`src/rtl/badger_rx_drain_if.sv`:
```
// badger_rx_drain_if: 32-bit frame stream carried from the RX drain to the
// fabric packet consumer.
//
// Signals:
//   m_data  [31:0] frame word, byte 0 in bits [7:0]
//   m_keep  [3:0]  valid-byte mask, contiguous from bit 0
//   m_last         final word of the frame
//   m_valid        word is presented
//   m_ready        consumer accepts
//
// Handshake: a word transfers on every rising clock edge where m_valid and
// m_ready are both 1. Once m_valid is raised, m_data/m_keep/m_last stay
// stable and m_valid stays high until that transfer; m_valid may not depend
// combinationally on m_ready.
//
// Modports: master = producer (badger_rx_drain), slave = consumer.
interface badger_rx_drain_if;
  logic [31:0] m_data;
  logic [3:0]  m_keep;
  logic        m_last;
  logic        m_valid;
  logic        m_ready;

  modport master (output m_data, output m_keep, output m_last,
                  output m_valid, input m_ready);
  modport slave  (input m_data, input m_keep, input m_last,
                  input m_valid, output m_ready);
endinterface

```
`src/rtl/badger_rx_drain.sv`:
```
// badger_rx_drain: hardware client of the Badger host RX buffer. Polls the RX
// status word, reads the pending frame word-by-word through the
// index/strobe/data path, streams it out and releases the host bank.
//
// Ports:
//   sysClk, sysReset   clock, asynchronous active-high reset
//   enable             1 = poll and drain; 0 = finish current frame, then idle
//   sysRxStatus[31:0]  host RX status, bit 0 = bank holds a frame
//   sysRxData[31:0]    buffer read data, valid two cycles after a data strobe
//   sysGPIO_OUT[31:0]  index / release command word (held between strobes)
//   sysRxDataStrobe    one-cycle pulse, loads index from sysGPIO_OUT
//   sysRxStrobe        one-cycle pulse, with sysGPIO_OUT=2 releases the bank
//   stream             frame stream (badger_rx_drain_if.master)
//   oversize           one-cycle pulse when a frame is dropped for bad length
//   fsm_state[2:0]     current controller state, for observation
//
// Optional build macro BADGER_RX_DRAIN_STATS_EN adds stats_clear (in) and
// frame_count[15:0] / drop_count[15:0] (out), saturating counters.
//
// Word 0 of the bank is the header, length in bytes in bits [LEN_MSB:0];
// payload words sit at indices 1..ceil(len/4).
module badger_rx_drain #(
  parameter int INDEX_WIDTH   = 9,
  parameter int LEN_MSB       = 10,
  parameter int SETTLE_CYCLES = 8
) (
  input  logic              sysClk,
  input  logic              sysReset,
  input  logic              enable,
  input  logic [31:0]       sysRxStatus,
  input  logic [31:0]       sysRxData,
  output logic [31:0]       sysGPIO_OUT,
  output logic              sysRxDataStrobe,
  output logic              sysRxStrobe,
  badger_rx_drain_if.master stream,
  output logic              oversize,
  output logic [2:0]        fsm_state
`ifdef BADGER_RX_DRAIN_STATS_EN
  ,
  input  logic              stats_clear,
  output logic [15:0]       frame_count,
  output logic [15:0]       drop_count
`endif
);

  localparam int LW = LEN_MSB + 1;
  localparam int SW = $clog2(SETTLE_CYCLES + 1);

  typedef enum logic [2:0] {
    S_IDLE     = 3'd0,
    S_HDR      = 3'd1,
    S_HDR_WAIT = 3'd2,
    S_RD       = 3'd3,
    S_RD_WAIT  = 3'd4,
    S_OUT      = 3'd5,
    S_RELEASE  = 3'd6,
    S_SETTLE   = 3'd7
  } state_t;

  state_t                 state, state_next;
  logic                   wait_cnt;
  logic [SW-1:0]          settle_cnt;
  logic [INDEX_WIDTH-1:0] idx;
  logic [INDEX_WIDTH-1:0] nwords;
  logic [1:0]             len_mod;
  logic                   dropped;
  logic [31:0]            data_q;
  logic [3:0]             keep_q;
  logic                   last_q;
  logic [3:0]             last_keep;

  // Header decode, evaluated against the live read data in HDR_WAIT.
  logic [LW-1:0]          hdr_len;
  logic [LW:0]            hdr_words;
  logic                   hdr_bad;
  logic                   settle_done;
  logic                   status_unused;

  assign hdr_len     = sysRxData[LEN_MSB:0];
  assign hdr_words   = ({1'b0, hdr_len} + (LW+1)'(3)) >> 2;
  assign hdr_bad     = (hdr_len == '0) ||
                       (hdr_words > (LW+1)'((2 ** INDEX_WIDTH) - 1));
  assign settle_done = (settle_cnt == SW'(SETTLE_CYCLES - 1));
  assign status_unused = ^sysRxStatus[31:1];

  always_comb begin
    case (len_mod)
      2'd1:    last_keep = 4'b0001;
      2'd2:    last_keep = 4'b0011;
      2'd3:    last_keep = 4'b0111;
      default: last_keep = 4'b1111;
    endcase
  end

  // State register
  always_ff @(posedge sysClk or posedge sysReset) begin
    if (sysReset) state <= S_IDLE;
    else          state <= state_next;
  end

  // Next-state logic. Each wait state lasts two cycles (wait_cnt 0 then 1),
  // so the read data is captured on the second cycle after the strobe.
  always_comb begin
    state_next = state;
    case (state)
      S_IDLE:     if (enable && sysRxStatus[0]) state_next = S_HDR;
      S_HDR:      state_next = S_HDR_WAIT;
      S_HDR_WAIT: if (wait_cnt) state_next = hdr_bad ? S_RELEASE : S_RD;
      S_RD:       state_next = S_RD_WAIT;
      S_RD_WAIT:  if (wait_cnt) state_next = S_OUT;
      S_OUT:      if (stream.m_ready) state_next = last_q ? S_RELEASE : S_RD;
      S_RELEASE:  state_next = S_SETTLE;
      S_SETTLE:   if (settle_done) state_next = S_IDLE;
      default:    state_next = S_IDLE;
    endcase
  end

  // Output decode: strobes and valid are pure functions of state.
  always_comb begin
    sysRxDataStrobe = 1'b0;
    sysRxStrobe     = 1'b0;
    stream.m_valid  = 1'b0;
    case (state)
      S_HDR, S_RD: sysRxDataStrobe = 1'b1;
      S_RELEASE:   sysRxStrobe     = 1'b1;
      S_OUT:       stream.m_valid  = 1'b1;
      default:     ;
    endcase
  end

  assign stream.m_data = data_q;
  assign stream.m_keep = keep_q;
  assign stream.m_last = last_q;
  assign fsm_state     = state;

  // Datapath. sysGPIO_OUT is loaded on the edge that enters a strobe state,
  // so the command word is already stable while the strobe is high.
  always_ff @(posedge sysClk or posedge sysReset) begin
    if (sysReset) begin
      wait_cnt    <= 1'b0;
      settle_cnt  <= '0;
      idx         <= '0;
      nwords      <= '0;
      len_mod     <= '0;
      dropped     <= 1'b0;
      data_q      <= '0;
      keep_q      <= '0;
      last_q      <= 1'b0;
      sysGPIO_OUT <= '0;
      oversize    <= 1'b0;
    end else begin
      wait_cnt   <= (state == S_HDR_WAIT || state == S_RD_WAIT) ? ~wait_cnt : 1'b0;
      settle_cnt <= (state == S_SETTLE) ? settle_cnt + SW'(1) : '0;
      oversize   <= 1'b0;
      case (state)
        S_IDLE: if (state_next == S_HDR) sysGPIO_OUT <= '0;
        S_HDR_WAIT: if (wait_cnt) begin
          len_mod  <= hdr_len[1:0];
          nwords   <= hdr_words[INDEX_WIDTH-1:0];
          dropped  <= hdr_bad;
          oversize <= hdr_bad;
          if (hdr_bad) begin
            sysGPIO_OUT <= 32'h2;
          end else begin
            idx         <= INDEX_WIDTH'(1);
            sysGPIO_OUT <= 32'h1;
          end
        end
        S_RD_WAIT: if (wait_cnt) begin
          data_q <= sysRxData;
          last_q <= (idx == nwords);
          keep_q <= (idx == nwords) ? last_keep : 4'b1111;
        end
        S_OUT: if (stream.m_ready) begin
          if (last_q) begin
            sysGPIO_OUT <= 32'h2;
          end else begin
            idx         <= idx + INDEX_WIDTH'(1);
            sysGPIO_OUT <= 32'(idx + INDEX_WIDTH'(1));
          end
        end
        default: ;
      endcase
    end
  end

`ifdef BADGER_RX_DRAIN_STATS_EN
  always_ff @(posedge sysClk or posedge sysReset) begin
    if (sysReset) begin
      frame_count <= '0;
      drop_count  <= '0;
    end else if (stats_clear) begin
      frame_count <= '0;
      drop_count  <= '0;
    end else begin
      if (state == S_RELEASE && !dropped && frame_count != 16'hFFFF)
        frame_count <= frame_count + 16'd1;
      if (oversize && drop_count != 16'hFFFF)
        drop_count <= drop_count + 16'd1;
    end
  end
`endif

endmodule

```
`src/flat_wrapper.sv`:
```
// flat-port wrapper written by rule: the top's interface ports become plain ports
module badger_rx_drain_flat 
#(
  parameter int INDEX_WIDTH   = 9,
  parameter int LEN_MSB       = 10,
  parameter int SETTLE_CYCLES = 8
)
  (sysClk, sysReset, enable, sysRxStatus, sysRxData, sysGPIO_OUT, sysRxDataStrobe, sysRxStrobe, oversize, fsm_state, stream_m_data, stream_m_keep, stream_m_last, stream_m_valid, stream_m_ready);
  badger_rx_drain_if stream_i ();
  input  logic sysClk;
  input  logic sysReset;
  input  logic enable;
  input  logic [31:0] sysRxStatus;
  input  logic [31:0] sysRxData;
  output logic [31:0] sysGPIO_OUT;
  output logic sysRxDataStrobe;
  output logic sysRxStrobe;
  output logic oversize;
  output logic [2:0] fsm_state;
  output wire logic [$bits(stream_i.m_data)-1:0] stream_m_data;
  output wire logic [$bits(stream_i.m_keep)-1:0] stream_m_keep;
  output wire logic [$bits(stream_i.m_last)-1:0] stream_m_last;
  output wire logic [$bits(stream_i.m_valid)-1:0] stream_m_valid;
  input wire logic [$bits(stream_i.m_ready)-1:0] stream_m_ready;
  assign stream_m_data = stream_i.m_data;
  assign stream_m_keep = stream_i.m_keep;
  assign stream_m_last = stream_i.m_last;
  assign stream_m_valid = stream_i.m_valid;
  assign stream_i.m_ready = stream_m_ready;
  badger_rx_drain #(.INDEX_WIDTH(INDEX_WIDTH), .LEN_MSB(LEN_MSB), .SETTLE_CYCLES(SETTLE_CYCLES)) u_core (.sysClk(sysClk), .sysReset(sysReset), .enable(enable), .sysRxStatus(sysRxStatus), .sysRxData(sysRxData), .sysGPIO_OUT(sysGPIO_OUT), .sysRxDataStrobe(sysRxDataStrobe), .sysRxStrobe(sysRxStrobe), .stream(stream_i), .oversize(oversize), .fsm_state(fsm_state));
endmodule
```
`config.mk`:
```
export PLATFORM = sky130hd
export DESIGN_NAME = badger_rx_drain_flat
export DESIGN_NICKNAME = d
export VERILOG_FILES = /design/src/rtl/badger_rx_drain_if.sv /design/src/rtl/badger_rx_drain.sv /design/src/flat_wrapper.sv
export SDC_FILE = /design/constraint.sdc
export NUM_CORES = 1
export LEC_CHECK = 0
export BUFFER_PORTS_ARGS = -buffer_cell sky130_fd_sc_hd__buf_2
export CORE_MARGIN = 10
export CORE_UTILIZATION = 49
export DETAILED_ROUTE_END_ITERATION = 12
export GPL_TIMING_DRIVEN = 0
export HOLD_SLACK_MARGIN = 0.1
export PLACE_DENSITY_LB_ADDON = 0.25
export SETUP_SLACK_MARGIN = 0.15
export SLEW_MARGIN = 5
export SYNTH_ARGS = -nofsm -noshare
export SYNTH_HDL_FRONTEND = slang
export SYNTH_SLANG_ARGS = --single-unit
```
`constraint.sdc`:
```
create_clock -name sysClk -period 2.9 [get_ports sysClk]
set_input_delay 0.29 -clock sysClk [delete_from_list [all_inputs] [get_ports sysClk]]
set_output_delay 0.29 -clock sysClk [all_outputs]
set_load 0.005 [all_outputs]
```
# == Word level (Yosys, flattened, before mapping) ==
# Cells that the tools add are included.
# totals
regBits,98
elab_cells,75
out_inout_bits,76
input_bits,68
# op_classes
reduce_logical,12
order_cmp,1
bitwise,1
eq_ne,18
mux,28
add_sub_neg,4
# ops
cell,count
$mux W32,4
$pmux W32 S3,1
$mux W9,4
$pmux W3 S8,1
$mux W3,7
$pmux W9 S2,1
$add A11 B2 Y12 const B,1
$eq A3 B3 Y1 const B,4
$pmux W4 S3,1
$logic_not A11 Y1,1
$add A9 B1 Y10 const B,1
$gt A10 B9 Y1 const B,1
$add A9 B1 Y9 const B,1
$eq A9 B9 Y1,1
$mux W4,2
$eq A3 B1 Y1 const B,2
$eq A3 B2 Y1 const B,2
$mux W1,6
$ne A2 B2 Y1 const B,3
$reduce_and A5 Y1,1
$add A4 B1 Y4 const B,1
$eq A2 B2 Y1 const B,2
$eq A4 B3 Y1 const B,1
$ne A2 B1 Y1 const B,2
other kinds (11),13

# == Logic depth before layout (Yosys ltp) ==
# logic_depth
ltp_word,9
ltp_mapped,7
mapped_depth_nobuf,5

# == Least setup slack after synthesis ==
# No wires, ideal clock.
# synth_timing
kind,reg2reg
from,register u_core.state[0] (netlist: u_core.fsm_state[0])
to,register u_core.data_q[17] (netlist: u_core.stream.m_data[17])
stages_incl_launch_ff,6
period_less_slack_ns,1.617
setup_time_ns,0.125
t_arrival_ns,1.492
required_time_ns,2.775
setup_slack_ns,1.283
n_path_buf,3
cell_sequence,dfrtp_1 > buf_2 > and4bb_2 > buf_4 > buf_2 > mux2_2
# synth_between
elab_chain_cells,2
# synth_rtl
element,line,rtl
from (decl),badger_rx_drain.sv:60,"state_t state, state_next;"
from (signal assigned),badger_rx_drain.sv:98,else state <= state_next;
$eq A3 B3 Y1,badger_rx_drain.sv:155,case (state)
$reduce_and A2 Y1 (no line),-,
to (signal assigned),badger_rx_drain.sv:170,data_q <= sysRxData;
to (decl),badger_rx_drain.sv:67,logic [31:0] data_q;
# No other way between the ends.
# A chain may end at the register's enable or synchronous reset.

# == Worst setup path after layout ==
# layout_timing
from,register u_core.state[0] (netlist: u_core.fsm_state[0])
to,output port sysRxDataStrobe
# layout_between
elab_chain_cells,3
word_cells_on_any_way,4
cone_classes,eq/ne (2); mux (1); reduce/logical (1)
# layout_rtl
element,line,rtl
$eq A3 B1 Y1 / $eq A3 B2 Y1 (equally long branches),badger_rx_drain.sv:123,case (state)
$reduce_or A2 Y1 *,badger_rx_drain.sv:123,
$mux W1 *,badger_rx_drain.sv:123,
to (decl),flat_wrapper.sv:16,output logic sysRxDataStrobe;
# Mark *: on every way between the ends. The rest lies on a longest branch, timed or not.

==> impl_results.md <==
- Run status: finished clean
- Sequential element share of the synthesized area: 0.5109
- DR iter-0 viols: 103
- Routed length per instance: 15.03 um
- Post-synth EDFFs: 0
- Setup crit start kind: flop
- I/O pins: 144
- Tightest Pin Transition: 0.7248 ns
- Nets@finish: 529
- Yosys reg bits: 76
- Highest metal layer with signal wires: met4
- Final Max Slew Viols: 0
- CP arrival: 1.59 ns
- Hold crit path type: primary input to flop
- Met3 routed WL: 630 um
- Fmax: 532.4 MHz
- Syn Area/Cell: 11.18 um^2
- CTS root buffer: clkbuf_8
- Max_slew headroom: 0.5043
- Unrepaired setup endpoints after global routing: false
- Die width: 107.2 um
- Initial antenna violation count: 0
- Drt via density: 4.991
- Most used DFF post-synth: dfrtp_1
- TritonCTS Buffers: 9
- CTS sink cnt: 76
- Antenna-violating nets left: 0
- Placement row count: 31
- Final Core Density: 0.6329
- Clk slew on worst S/H paths: 0.08 ns
- Pwr dens: 866.3 nW/um^2
- First-pass iteration count of the detailed router: 4
- N_diodes: 0
- Syn Inst Count: 333
- Wirelength, routed: 8434 um
- Gpl congestion: 0.8142
- Synth Cell Area: 3722 um^2
- Final hold viol count: 0
- Crit Path Class: flop to output pin
- WL met1: 3393 um
- Main area contributors after synthesis: dfrtp_1, mux2_2, buf_4
- Non-Filler Instances: 561
- First-pass GRT wire length: 13870 um
- DRC Markers: 0
- Core region area: 7331 um^2
- Critical Path End Type: output pin
- Final setup violation count: 0
- Port bufs: 90
- Worst-path fanout max: 10
- Top cell type's share of synthesized area: 0.5109
- Max-cap violations: 0
- TritonCTS clock tree: built
- Largest net degree at the start of global routing: 55
- Hpwl dp: 6599 um
- Critical path required time: 2.61 ns
- VDD IR max: 0.4778 mV
- Via Count: 2800
- TNS Setup: 0 ns
- Worst Clk Skew: 0.01211 ns
- # resized after CTS: 0
- Postcts setup bufs: 0
- Pleak: 0.002313 uW
- Synth-to-Final Area Change: 24.64%
- H-Tree Depth: 3
- Die height: 107.2 um
- Grt ovf: 0
- Synth Warn #: 0
- Share of layout cells above drive strength 1: 0.4004
- Most frequent cells in the layout: buf_2, dfrtp_1, mux2_2, nand2_1, buf_4
- Bufs on Longest Clock Path: 2
- Post-synth cell types: 49
- Async set-reset flop share out of synthesis: 1.000
- Clock latency on the worst-skew pair: 0.35 ns
- Tmin final: 1.878 ns
- Final period utilization: 0.6477
- Die area: 11480 um^2
- Commonest non-fill, non-tap cell in the layout: buf_2
- Placed cells: 544
- All-layer global routing usage: 0.1483
- Starting Density: 0.5078
- Met2 wire length: 4259 um
- Dominant cell type by area after synthesis: dfrtp_1
- Vias in the first global route: 2802
-- where the power goes --
group	switching, uW	leakage (uW)	internal [uW]
registers	242	0.000963	1440
logic	680	0.00124	751
clock network	391	0.000114	513
-- area by class of cell --
type / count / area [um^2]
Inverter: 8 / 32.53
Sequential cell: 76 / 1902
Multi-Input combinational cell: 231 / 1607
Tap cell: 99 / 123.9
Clock inverter: 5 / 82.58
Fill cell: 627 / 2691
Timing Repair Buffer: 92 / 488.0
Clock buffer: 11 / 141.4
Buffer: 39 / 262.8
-- routing by layer --
metal / vias up / global-route usage
li1: 1377 / -
met1: 1333 / 0.1672
met2: 77 / 0.2478
met3: 13 / 0.05150
met4: 0 / 0.06673
met5: - / 0
-- sequential cells by signal, summed over array words and instances, names as in the netlist --
signal,cells
u_core.stream.m_data,32
u_core.sysGPIO_OUT,10
u_core.idx,9
u_core.nwords,9
u_core.settle_cnt,4
u_core.stream.m_keep,4
u_core.fsm_state,3
u_core.len_mod,2
u_core.oversize,1
u_core.stream.m_last,1
u_core.wait_cnt,1
-- Yosys cell counts (2+ instances only) --
library cell	count
nand4b_1	2
clkbuf_1	3
nor2_1	14
and3_1	4
nor3b_1	2
mux2_2	32
o2bb2ai_1	5
buf_4	26
nand2_1	29
a21oi_1	5
o22a_1	4
dfrtp_1	76
a21o_1	7
a21bo_2	2
xnor2_1	13
nand4_1	6
nand3_1	12
o211ai_1	2
nor2b_1	2
o21ai_0	20
xnor2_2	2
buf_2	9
a22o_1	2
inv_1	8
or4_1	2
a31oi_1	2
nor3_1	3
xor2_1	12
o31ai_1	2
nor4_1	3
ha_1	4
-- worst paths after layout --
kind                                                 end  slack, ns  cells past startpoint                    start
worst max-delay path                     sysRxDataStrobe       1.02                      4      u_core.fsm_state[0]
worst min-delay path            u_core.stream.m_data[31]       0.17                      2            sysRxData[31]
worst max register to register             u_core.idx[8]       1.08                      5            u_core.idx[0]
worst min register to register   u_core.stream.m_keep[0]       0.47                      1  u_core.stream.m_keep[0]
max in group asynchronous          u_core.sysGPIO_OUT[1]       1.91                      4                 sysReset
min in group asynchronous       u_core.stream.m_data[31]       0.44                      3                 sysReset
-- worst max-delay path, cell delays in order, from the launching register on --
cell and delay (ns):
dfrtp_1 0.34, buf_2 0.18, clkbuf_1 0.36, nor2b_1 0.22, buf_2 0.14
-- kinds of logic (layout without fill, tap and decap cells) --
group / count (synthesis) / count (layout) / share of synthesized area
AO/OA/AOI/OAI: 56 / 56 / 0.1035
XOR/XNOR: 27 / 27 / 0.06756
adder cells (fa/ha/maj): 4 / 4 / 0.01345
buffers and inverters: 47 / 155 / 0.07866
flip-flops: 76 / 76 / 0.5109
multiplexers: 32 / 32 / 0.09681
other: 1 / 22 / 0.001007
AND/OR/NAND/NOR: 90 / 90 / 0.1281
-- timing repair --
item / in CTS / in global routing
hold endpoints to repair: 22 / 0
setup endpoints to repair: 0 / 0
hold buffers: 1 / 0
-- through the flow --
| stage | power, uW | instance area (um^2) | hold WS, ns | setup slack [ns] |
|---|---|---|---|---|
| after floorplan | 2600 | 3801 | 0.4068 | 0.6717 |
| after global placement | 3097 | 4375 | 0.4444 | -0.1855 |
| after detailed placement | 3163 | 4405 | 0.2791 | 1.082 |
| after CTS | 4075 | 4639 | 0.1547 | 1.002 |
| after global routing | 4333 | 4639 | 0.1511 | 0.8656 |
| final | 4019 | 4639 | 0.1673 | 1.022 |
Power figures use the tool's default switching activity.
